===== src/rtl/bank_cmd_scheduler_if.sv =====
// bank_cmd_scheduler_if: requester, refresh, command and completion signals of one bank scheduler
interface bank_cmd_scheduler_if #(
  parameter int ROWS = 131072,
  parameter int COLS = 1024
);
  logic                     req0_valid, req0_we, req0_ready;
  logic [$clog2(ROWS)-1:0]  req0_row;
  logic [$clog2(COLS)-1:0]  req0_col;
  logic                     req1_valid, req1_we, req1_ready;
  logic [$clog2(ROWS)-1:0]  req1_row;
  logic [$clog2(COLS)-1:0]  req1_col;
  logic                     ref_req, ref_ack;
  logic [18:0]              commands;
  logic [$clog2(ROWS)-1:0]  row;
  logic [$clog2(COLS)-1:0]  column;
  logic                     done_valid, done_id, done_we, row_open;
  modport master (
    output req0_valid, req0_we, req0_row, req0_col,
    output req1_valid, req1_we, req1_row, req1_col, ref_req,
    input  req0_ready, req1_ready, ref_ack, commands, row, column,
    input  done_valid, done_id, done_we, row_open
  );
  modport slave (
    input  req0_valid, req0_we, req0_row, req0_col,
    input  req1_valid, req1_we, req1_row, req1_col, ref_req,
    output req0_ready, req1_ready, ref_ack, commands, row, column,
    output done_valid, done_id, done_we, row_open
  );
endinterface


===== src/rtl/bank_cmd_scheduler.sv =====
// bank_cmd_scheduler: open-row single-bank scheduler, round-robin over two requesters plus refresh
module bank_cmd_scheduler #(
  parameter int ROWS  = 131072,
  parameter int COLS  = 1024,
  parameter int BL    = 8,
  parameter int T_RP  = 3,
  parameter int T_RCD = 3,
  parameter int T_CL  = 4,
  parameter int T_WR  = 2,
  parameter int T_RFC = 10
) (
  input logic clk,
  input logic reset_n,
  input logic halt,
  bank_cmd_scheduler_if.slave bus
);
  localparam int RW    = $clog2(ROWS);
  localparam int CLW   = $clog2(COLS);
  localparam int D_RP  = T_RP - 1;
  localparam int D_RCD = T_RCD - 1;
  localparam int D_RD  = T_CL + BL;
  localparam int D_WR  = BL + T_WR;
  localparam int D_RFC = T_RFC - 1;
  localparam int M1    = D_RD > D_WR ? D_RD : D_WR;
  localparam int M2    = D_RFC > M1 ? D_RFC : M1;
  localparam int M3    = D_RP > M2 ? D_RP : M2;
  localparam int MAXW  = D_RCD > M3 ? D_RCD : M3;
  localparam int CW    = $clog2(MAXW + 1);
  // counter holds remaining cycles minus one, so a state lasting D cycles loads D-1
  localparam logic [CW-1:0] L_RP  = CW'(D_RP > 0 ? D_RP - 1 : 0);
  localparam logic [CW-1:0] L_RCD = CW'(D_RCD > 0 ? D_RCD - 1 : 0);
  localparam logic [CW-1:0] L_RD  = CW'(D_RD - 1);
  localparam logic [CW-1:0] L_WR  = CW'(D_WR - 1);
  localparam logic [CW-1:0] L_RFC = CW'(D_RFC > 0 ? D_RFC - 1 : 0);

  typedef enum logic [3:0] {IDLE, PRE, PRE_WAIT, ACT, ACT_WAIT, CAS, CAS_WAIT, REF, REF_WAIT} state_t;
  state_t state, state_nx;
  logic [CW-1:0] cnt, cnt_nx;
  logic row_open, rr_last, l_we, l_id, for_ref, run, grant, gid;
  logic [RW-1:0] open_row, l_row, req_row;
  logic [CLW-1:0] l_col;

  always_ff @(posedge clk or negedge reset_n)
    if (!reset_n) begin
      state    <= IDLE;
      cnt      <= '0;
      row_open <= 1'b0;
      open_row <= '0;
      rr_last  <= 1'b1;
      l_we     <= 1'b0;
      l_id     <= 1'b0;
      l_row    <= '0;
      l_col    <= '0;
      for_ref  <= 1'b0;
    end else if (!halt) begin
      state <= state_nx;
      cnt   <= cnt_nx;
      if (state == IDLE) for_ref <= bus.ref_req;
      if (grant) begin
        rr_last <= gid;
        l_id    <= gid;
        l_we    <= gid ? bus.req1_we : bus.req0_we;
        l_row   <= req_row;
        l_col   <= gid ? bus.req1_col : bus.req0_col;
      end
      if (state == PRE) row_open <= 1'b0;
      if (state == ACT) begin
        row_open <= 1'b1;
        open_row <= l_row;
      end
    end

  // outputs are gated by run so halted cycles stay silent and the pulse reappears once unhalted
  always_comb begin
    run            = reset_n && !halt;
    gid            = (bus.req0_valid && bus.req1_valid) ? !rr_last : bus.req1_valid;
    req_row        = gid ? bus.req1_row : bus.req0_row;
    state_nx       = state;
    cnt_nx         = cnt;
    grant          = 1'b0;
    bus.commands   = '0;
    bus.row        = '0;
    bus.column     = '0;
    bus.req0_ready = 1'b0;
    bus.req1_ready = 1'b0;
    bus.done_valid = 1'b0;
    bus.done_id    = 1'b0;
    bus.done_we    = 1'b0;
    bus.ref_ack    = 1'b0;
    bus.row_open   = row_open;
    if (run)
      case (state)
        IDLE:
          if (bus.ref_req) state_nx = row_open ? PRE : REF;
          else if (bus.req0_valid || bus.req1_valid) begin
            grant          = 1'b1;
            bus.req0_ready = !gid;
            bus.req1_ready = gid;
            state_nx       = !row_open ? ACT : (req_row == open_row ? CAS : PRE);
          end
        PRE: begin
          bus.commands[7] = 1'b1;
          state_nx        = D_RP == 0 ? (for_ref ? REF : ACT) : PRE_WAIT;
          cnt_nx          = L_RP;
        end
        PRE_WAIT: begin
          state_nx = cnt == '0 ? (for_ref ? REF : ACT) : PRE_WAIT;
          cnt_nx   = cnt - 1'b1;
        end
        ACT: begin
          bus.commands[18] = 1'b1;
          bus.row          = l_row;
          state_nx         = D_RCD == 0 ? CAS : ACT_WAIT;
          cnt_nx           = L_RCD;
        end
        ACT_WAIT: begin
          state_nx = cnt == '0 ? CAS : ACT_WAIT;
          cnt_nx   = cnt - 1'b1;
        end
        CAS: begin
          bus.commands[5] = !l_we;
          bus.commands[1] = l_we;
          bus.column      = l_col;
          state_nx        = CAS_WAIT;
          cnt_nx          = l_we ? L_WR : L_RD;
        end
        CAS_WAIT: begin
          bus.done_valid = cnt == '0;
          bus.done_id    = cnt == '0 && l_id;
          bus.done_we    = cnt == '0 && l_we;
          state_nx       = cnt == '0 ? IDLE : CAS_WAIT;
          cnt_nx         = cnt - 1'b1;
        end
        REF: begin
          bus.commands[3] = 1'b1;
          bus.ref_ack     = D_RFC == 0;
          state_nx        = D_RFC == 0 ? IDLE : REF_WAIT;
          cnt_nx          = L_RFC;
        end
        REF_WAIT: begin
          bus.ref_ack = cnt == '0;
          state_nx    = cnt == '0 ? IDLE : REF_WAIT;
          cnt_nx      = cnt - 1'b1;
        end
        default: state_nx = IDLE;
      endcase
  end
endmodule


===== src/flat_wrapper.sv =====
// flat-port wrapper written by rule: the top's interface ports become plain ports
module bank_cmd_scheduler_flat 
#(
  parameter int ROWS  = 131072,
  parameter int COLS  = 1024,
  parameter int BL    = 8,
  parameter int T_RP  = 3,
  parameter int T_RCD = 3,
  parameter int T_CL  = 4,
  parameter int T_WR  = 2,
  parameter int T_RFC = 10
)
  (clk, reset_n, halt, bus_req0_valid, bus_req0_we, bus_req0_row, bus_req0_col, bus_req1_valid, bus_req1_we, bus_req1_row, bus_req1_col, bus_ref_req, bus_req0_ready, bus_req1_ready, bus_ref_ack, bus_commands, bus_row, bus_column, bus_done_valid, bus_done_id, bus_done_we, bus_row_open);
  bank_cmd_scheduler_if #(.ROWS(ROWS), .COLS(COLS)) bus_i ();
  input logic clk;
  input logic reset_n;
  input logic halt;
  input wire logic [$bits(bus_i.req0_valid)-1:0] bus_req0_valid;
  input wire logic [$bits(bus_i.req0_we)-1:0] bus_req0_we;
  input wire logic [$bits(bus_i.req0_row)-1:0] bus_req0_row;
  input wire logic [$bits(bus_i.req0_col)-1:0] bus_req0_col;
  input wire logic [$bits(bus_i.req1_valid)-1:0] bus_req1_valid;
  input wire logic [$bits(bus_i.req1_we)-1:0] bus_req1_we;
  input wire logic [$bits(bus_i.req1_row)-1:0] bus_req1_row;
  input wire logic [$bits(bus_i.req1_col)-1:0] bus_req1_col;
  input wire logic [$bits(bus_i.ref_req)-1:0] bus_ref_req;
  output wire logic [$bits(bus_i.req0_ready)-1:0] bus_req0_ready;
  output wire logic [$bits(bus_i.req1_ready)-1:0] bus_req1_ready;
  output wire logic [$bits(bus_i.ref_ack)-1:0] bus_ref_ack;
  output wire logic [$bits(bus_i.commands)-1:0] bus_commands;
  output wire logic [$bits(bus_i.row)-1:0] bus_row;
  output wire logic [$bits(bus_i.column)-1:0] bus_column;
  output wire logic [$bits(bus_i.done_valid)-1:0] bus_done_valid;
  output wire logic [$bits(bus_i.done_id)-1:0] bus_done_id;
  output wire logic [$bits(bus_i.done_we)-1:0] bus_done_we;
  output wire logic [$bits(bus_i.row_open)-1:0] bus_row_open;
  assign bus_i.req0_valid = bus_req0_valid;
  assign bus_i.req0_we = bus_req0_we;
  assign bus_i.req0_row = bus_req0_row;
  assign bus_i.req0_col = bus_req0_col;
  assign bus_i.req1_valid = bus_req1_valid;
  assign bus_i.req1_we = bus_req1_we;
  assign bus_i.req1_row = bus_req1_row;
  assign bus_i.req1_col = bus_req1_col;
  assign bus_i.ref_req = bus_ref_req;
  assign bus_req0_ready = bus_i.req0_ready;
  assign bus_req1_ready = bus_i.req1_ready;
  assign bus_ref_ack = bus_i.ref_ack;
  assign bus_commands = bus_i.commands;
  assign bus_row = bus_i.row;
  assign bus_column = bus_i.column;
  assign bus_done_valid = bus_i.done_valid;
  assign bus_done_id = bus_i.done_id;
  assign bus_done_we = bus_i.done_we;
  assign bus_row_open = bus_i.row_open;
  bank_cmd_scheduler #(.ROWS(ROWS), .COLS(COLS), .BL(BL), .T_RP(T_RP), .T_RCD(T_RCD), .T_CL(T_CL), .T_WR(T_WR), .T_RFC(T_RFC)) u_core (.clk(clk), .reset_n(reset_n), .halt(halt), .bus(bus_i));
endmodule

===== config.mk =====
export PLATFORM = sky130hd
export DESIGN_NAME = bank_cmd_scheduler_flat
export DESIGN_NICKNAME = d
export VERILOG_FILES = /design/src/rtl/bank_cmd_scheduler_if.sv /design/src/rtl/bank_cmd_scheduler.sv /design/src/flat_wrapper.sv
export SDC_FILE = /design/constraint.sdc
export NUM_CORES = 1
export LEC_CHECK = 0
export CORE_MARGIN = 2
export CORE_UTILIZATION = 51
export CTS_BUF_LIST = sky130_fd_sc_hd__clkbuf_8
export CTS_CLUSTER_SIZE = 25
export DETAILED_ROUTE_END_ITERATION = 6
export GPL_TIMING_DRIVEN = 0
export PLACE_DENSITY = 0.91
export SYNTH_ARGS = -nofsm -noshare
export SYNTH_HDL_FRONTEND = slang
export SYNTH_SLANG_ARGS = --single-unit

===== constraint.sdc =====
create_clock -name clk -period 4.2 [get_ports clk]
set_clock_uncertainty 0.2 [all_clocks]
set_input_delay 0.84 -clock clk [delete_from_list [all_inputs] [get_ports clk]]
set_output_delay 0.84 -clock clk [all_outputs]
set_load 0.05 [all_outputs]

== Word-level counts from Yosys, hierarchy flattened ==
Cells that the tools add are included.

* $add $sub $neg: 1
* Equality and inequality tests: 10
* Muxes and demuxes: 53
* Bitwise operators: 1
* Reductions and logical operators: 21

{| class="wikitable"
|+ Operators by type and width
! operator !! number
|-
| two-way mux 17 bit || 3
|-
| one-hot mux 4 bit (9 select lines) || 1
|-
| two-way mux 1 bit || 35
|-
| two-way mux 10 bit || 3
|-
| two-way mux 4 bit || 5
|-
| equality test 17 bit || 1
|-
| equality test 4 x 3 -> 1 bit, second input constant || 4
|-
| one-hot mux 4 bit (4 select lines) || 1
|-
| two-way mux 3 bit || 4
|-
| equality test 4 x 2 -> 1 bit, second input constant || 2
|-
| zero test 4 bit || 2
|-
| AND reduction 2 bit || 4
|-
| AND reduction 3 bit || 2
|-
| equality test 4 x 1 -> 1 bit, second input constant || 1
|-
| equality test 4 bit, second input constant || 1
|-
| logical AND 1 bit || 4
|-
| zero test 1 bit || 4
|-
| nonzero test 4 bit || 1
|-
| OR reduction 4 bit || 1
|-
| subtractor 4 x 1 -> 4 bit, second input constant || 1
|-
| inequality test 3 bit, second input constant || 1
|-
| two-way mux 2 bit || 1
|-
| nonzero test 2 bit || 1
|-
| OR reduction 2 bit || 1
|-
| 2 further kinds || 2
|}

* Register bits after elaboration: 57
* Input port bits: 62
* Output and inout port bits: 53
* Word-level logic and storage cells: 96

== Longest topological paths before layout ==
* Depth in word-level cells: 9
* Depth in mapped cells: 8

== Least setup slack after synthesis ==
No wires, ideal clock.

* Path kind: input to output
* Start: in reset_n
* End: out bus_done_id
* Arrival time: 3.385 ns
* Data required time: 3.160 ns
* Path slack: -0.225 ns
* Stages: 4
* Cells stage by stage: nor2b_1 -> nand2_1 -> nor4_1 -> and2_1

* Word-level cells in the longest chain between the ends: 2

{| class="wikitable"
|+ Ends and longest elaborated chain
! element !! line !! source
|-
| from (decl) || flat_wrapper.sv:16 || <nowiki>input logic reset_n;</nowiki>
|-
| logical AND 1 bit || bank_cmd_scheduler.sv:75 || <nowiki>run = reset_n && !halt;</nowiki>
|-
| two-way mux 1 bit || bank_cmd_scheduler.sv:91 || <nowiki>if (run)</nowiki>
|-
| to (decl) || flat_wrapper.sv:34 || <nowiki>output wire logic [$bits(bus_i.done_id)-1:0] bus_done_id;</nowiki>
|}

No other way between the ends.

== Final worst setup path ==
* Start: in halt
* End: out bus_row[11]

* Word-level cells in the longest chain between the ends: 3

{| class="wikitable"
|+ Ends and longest elaborated chain
! element !! line !! source
|-
| from (decl) || flat_wrapper.sv:17 || <nowiki>input logic halt;</nowiki>
|-
| zero test 1 bit || - ||
|-
| logical AND 1 bit || bank_cmd_scheduler.sv:75 ||
|-
| two-way mux 17 bit || bank_cmd_scheduler.sv:91 ||
|-
| to (decl) || flat_wrapper.sv:31 || <nowiki>output wire logic [$bits(bus_i.row)-1:0] bus_row;</nowiki>
|}

No other way between the ends.

==> impl_metrics.csv <==
group,metric,value,unit
cts,cts_sinks,57,
timing,relSlewSlack,0.648,
synthesis,synth.avg_cell_area,8.87,sq um
flow_run,maxCapViolCount,0,
worst_setup_path,r2r_slack,1.66,ns
power,p_sw,970,uW
routing,routedWlPerCell,17.0,um
power,pwr-share-seq,0.387,
worst_setup_path,worstPathRequired,3.16,ns
cells_and_area,final_common_cell,"clkdlybuf4s50_1",
routing,routed_via_density,5.80,
cells_and_area,final_cell_mix,"clkdlybuf4s50_1 (65), nand2_1 (60), dfrtp_1 (56)",
timing,setup_viol,0,
worst_setup_path,r2r_end,"u_core.state[2]",
routing,drtPass1Iterations,5,
power,p_sw_frac,0.380,
cts,htreeDepth,3,
die,ios,115,
worst_setup_path,crit_fanout,10,
cts,cts_buffer_depth,2,
cts,cts.clk_slew.worst_paths,0.07,ns
power,vdd_ir_drop_max,0.366,mV
synthesis,ys_seq_elements,57,
die,die_area,7290,sq um
routing,ant_nets,0,
grt,grt_max_degree,37,
cells_and_area,syn2layout_area_growth,43.3,%
cts,root_buffer,"clkbuf_8",
power,leakage,0.00252,uW
power,pwr-share-clk,0.221,
cts,clock_latency,0.34,ns
timing,setup_tns,0,ns
synthesis,synthArstFlopShare,1.00,
routing,via_count,3410,
cts,numCtsBuffers,9,
worst_setup_path,cp-start-kind,"primary input",
die,start_util,0.529,
timing,rsz0062_at_grt,"false",
worst_setup_path,arrival,3.01,ns
grt,grt_pass1_vias,3311,
timing,slew_viol_final,0,
worst_setup_path,cp_cell_sequence,"clkdlybuf4s50_1 > nor2b_1 > and3_1 > clkbuf_1 > clkbuf_1 > and3_1 > dlygate4sd2_1",
grt,antenna_found_initial,0,
grt,grt_pass1_wl,15800,um
timing,finalHoldViolations,0,
timing,fmax,247,MHz
synthesis,ys_types,51,
power,powerDensity,527,nW/um^2
grt,grt-ovfl-total,0,
cells_and_area,drive_gt1_frac,0.155,
synthesis,netlist_instances,381,
timing,holdWs,0.202,ns
die,die_y,85.4,um
worst_setup_path,path_class,"primary input to output port",
placed_design,dpl.hpwl,7390,um
routing,drc_errors,0,
timing,finalCritPeriodShare,0.965,
routing,routed_wl,10000,um
grt,track_usage,0.278,
timing,period_needed,4.05,ns
worst_setup_path,ff2ff_path_depth,8,
synthesis,synth-edff-count,0,
worst_setup_path,slowest_stage,"dlygate4sd2_1",
synthesis,synth-seq-area-share,0.423,
worst_setup_path,reg2reg_from,"u_core.rr_last",
hold_path,hold_class,"primary input to asynchronous set/reset pin",
synthesis,synth_ff_type,"dfrtp_1",
die,core,6390,sq um
cells_and_area,antenna_cells,0,
die,die_w,85.4,um
routing,drtIter0Drc,252,
placed_design,numPortBuffers,100,
synthesis,synth_area,3380,sq um
power,p_comb_frac,0.392,
synthesis,synth-warning-count,0,
cells_and_area,finalNetCount,569,
worst_setup_path,cpPeakStageDelay,0.55,ns
timing,worst_slew_pin_slew,0.526,ns
die,fp-row-count,29,
placed_design,gp_congestion,0.915,
run_status,run_status,"completed",
cts,cts_tree,"yes",
power,internal_power,1580,uW
worst_setup_path,end_kind,"output port",
==> worst max-delay path: cells and delay by family <==
kind / cells / cell delay (ns)
buffers and inverters: 4 / 1.55
AND/OR/NAND/NOR: 3 / 0.61
==> how the worst max path moves through the flow <==
stage | start | cells past startpoint | endpoint
after floorplan | reset_n | 3 | bus_commands[5]
after global placement | reset_n | 7 | bus_req0_ready
after detailed placement | reset_n | 7 | bus_req1_ready
after CTS | halt | 7 | bus_row[10]
after global routing | reset_n | 8 | bus_req0_ready
final | halt | 7 | bus_row[11]
==> per-stage QoR <==
stage               cells  total power [uW]  instance area (sq um)   util  setup WS (ns)
floorplan             394              1650                   3430      -          0.428
global placement      571              1890                   4530  0.709          -2.40
detailed placement    572              1960                   4550  0.713         -0.919
CTS                   588              2530                   4790  0.751        -0.0161
global route          588              2710                   4840  0.758         0.0114
finish                588              2550                   4840  0.758          0.146
==> Yosys cell counts, types with 2 or more instances <==
cell      count  area (sq um)
a211o_1       2          17.5
nor2_1       23          86.3
or3_1         2          12.5
o31ai_1       3          22.5
a31oi_1       4          25.0
xnor2_1       8          70.1
a22oi_1      12          90.1
o21ai_0      25           125
mux2_2       14           158
nand3_1       4          20.0
nand2_1      60           225
buf_4        15           113
mux2i_1      14           140
a21o_1        4          30.0
nor3_1        8          40.0
buf_2         4          20.0
or2_2         3          18.8
inv_1        16          60.1
o221ai_1      3          26.3
clkbuf_1     17          63.8
or3b_2        2          17.5
and3_1       18           113
nor2b_1       3          18.8
nor4_1        2          12.5
a21oi_1       7          35.0
o22ai_1       6          37.5
dfrtp_1      56          1400
nand2b_1      6          37.5
and2_1       14          87.6
a22o_1        4          35.0
o31a_1        2          17.5
==> logic make-up after synthesis <==
logic type,Yosys count,share of synthesized area
simple gates,149,0.213
other cells,1,0.00111
xor+xnor,8,0.0207
fa+ha+maj,2,0.00667
buf+inv,53,0.0793
flops,57,0.423
mux,28,0.0881
compound gates,83,0.169
==> registers in the layout, summed over array words and instances, names as in the netlist <==
| signal | cells |
|---|---|
| u_core.l_id | 1 |
| u_core.state | 4 |
| u_core.for_ref | 1 |
| u_core.cnt | 4 |
| u_core.open_row | 17 |
| u_core.bus.row_open | 1 |
| u_core.l_row | 17 |
| u_core.l_col | 10 |
| u_core.rr_last | 1 |
| u_core.l_we | 1 |
==> power groups by stage <==
| stage | sequential, uW | clock (uW) | combinational, uW |
|---|---|---|---|
| floorplan | 939 | 0 | 708 |
| global placement | 958 | 0 | 937 |
| detailed placement | 982 | 0 | 981 |
| CTS | 979 | 567 | 988 |
| global route | 1020 | 596 | 1090 |
| finish | 987 | 565 | 1000 |
==> layer usage <==
layer | up-vias | GRT usage | part of all wire
met1 | 1648 | 0.331 | 0.39
met2 | 171 | 0.484 | 0.51
li1 | 1555 | - | -
met5 | - | 0 | 0
met4 | 0 | 0.136 | 0.035
met3 | 36 | 0.0496 | 0.068
==> what timing repair did <==
item                                    CTS  global route
endpoints found under the setup margin   38            20
gates resized for setup                  52            17
hold buffers                              0             0
buffers inserted                          0             0
==> area by class of cell <==
| cell class | instances | area [sq um] |
|---|---|---|
| tap | 77 | 96.3 |
| timing repair buffer | 101 | 1070 |
| multi-input combinational | 284 | 1750 |
| inverter | 16 | 60.1 |
| buffer | 37 | 214 |
| clock inverter | 6 | 82.6 |
| fill | 453 | 1550 |
| clock buffer | 10 | 138 |
| sequential | 57 | 1430 |
No activity file was read; power rests on OpenSTA's default activity.
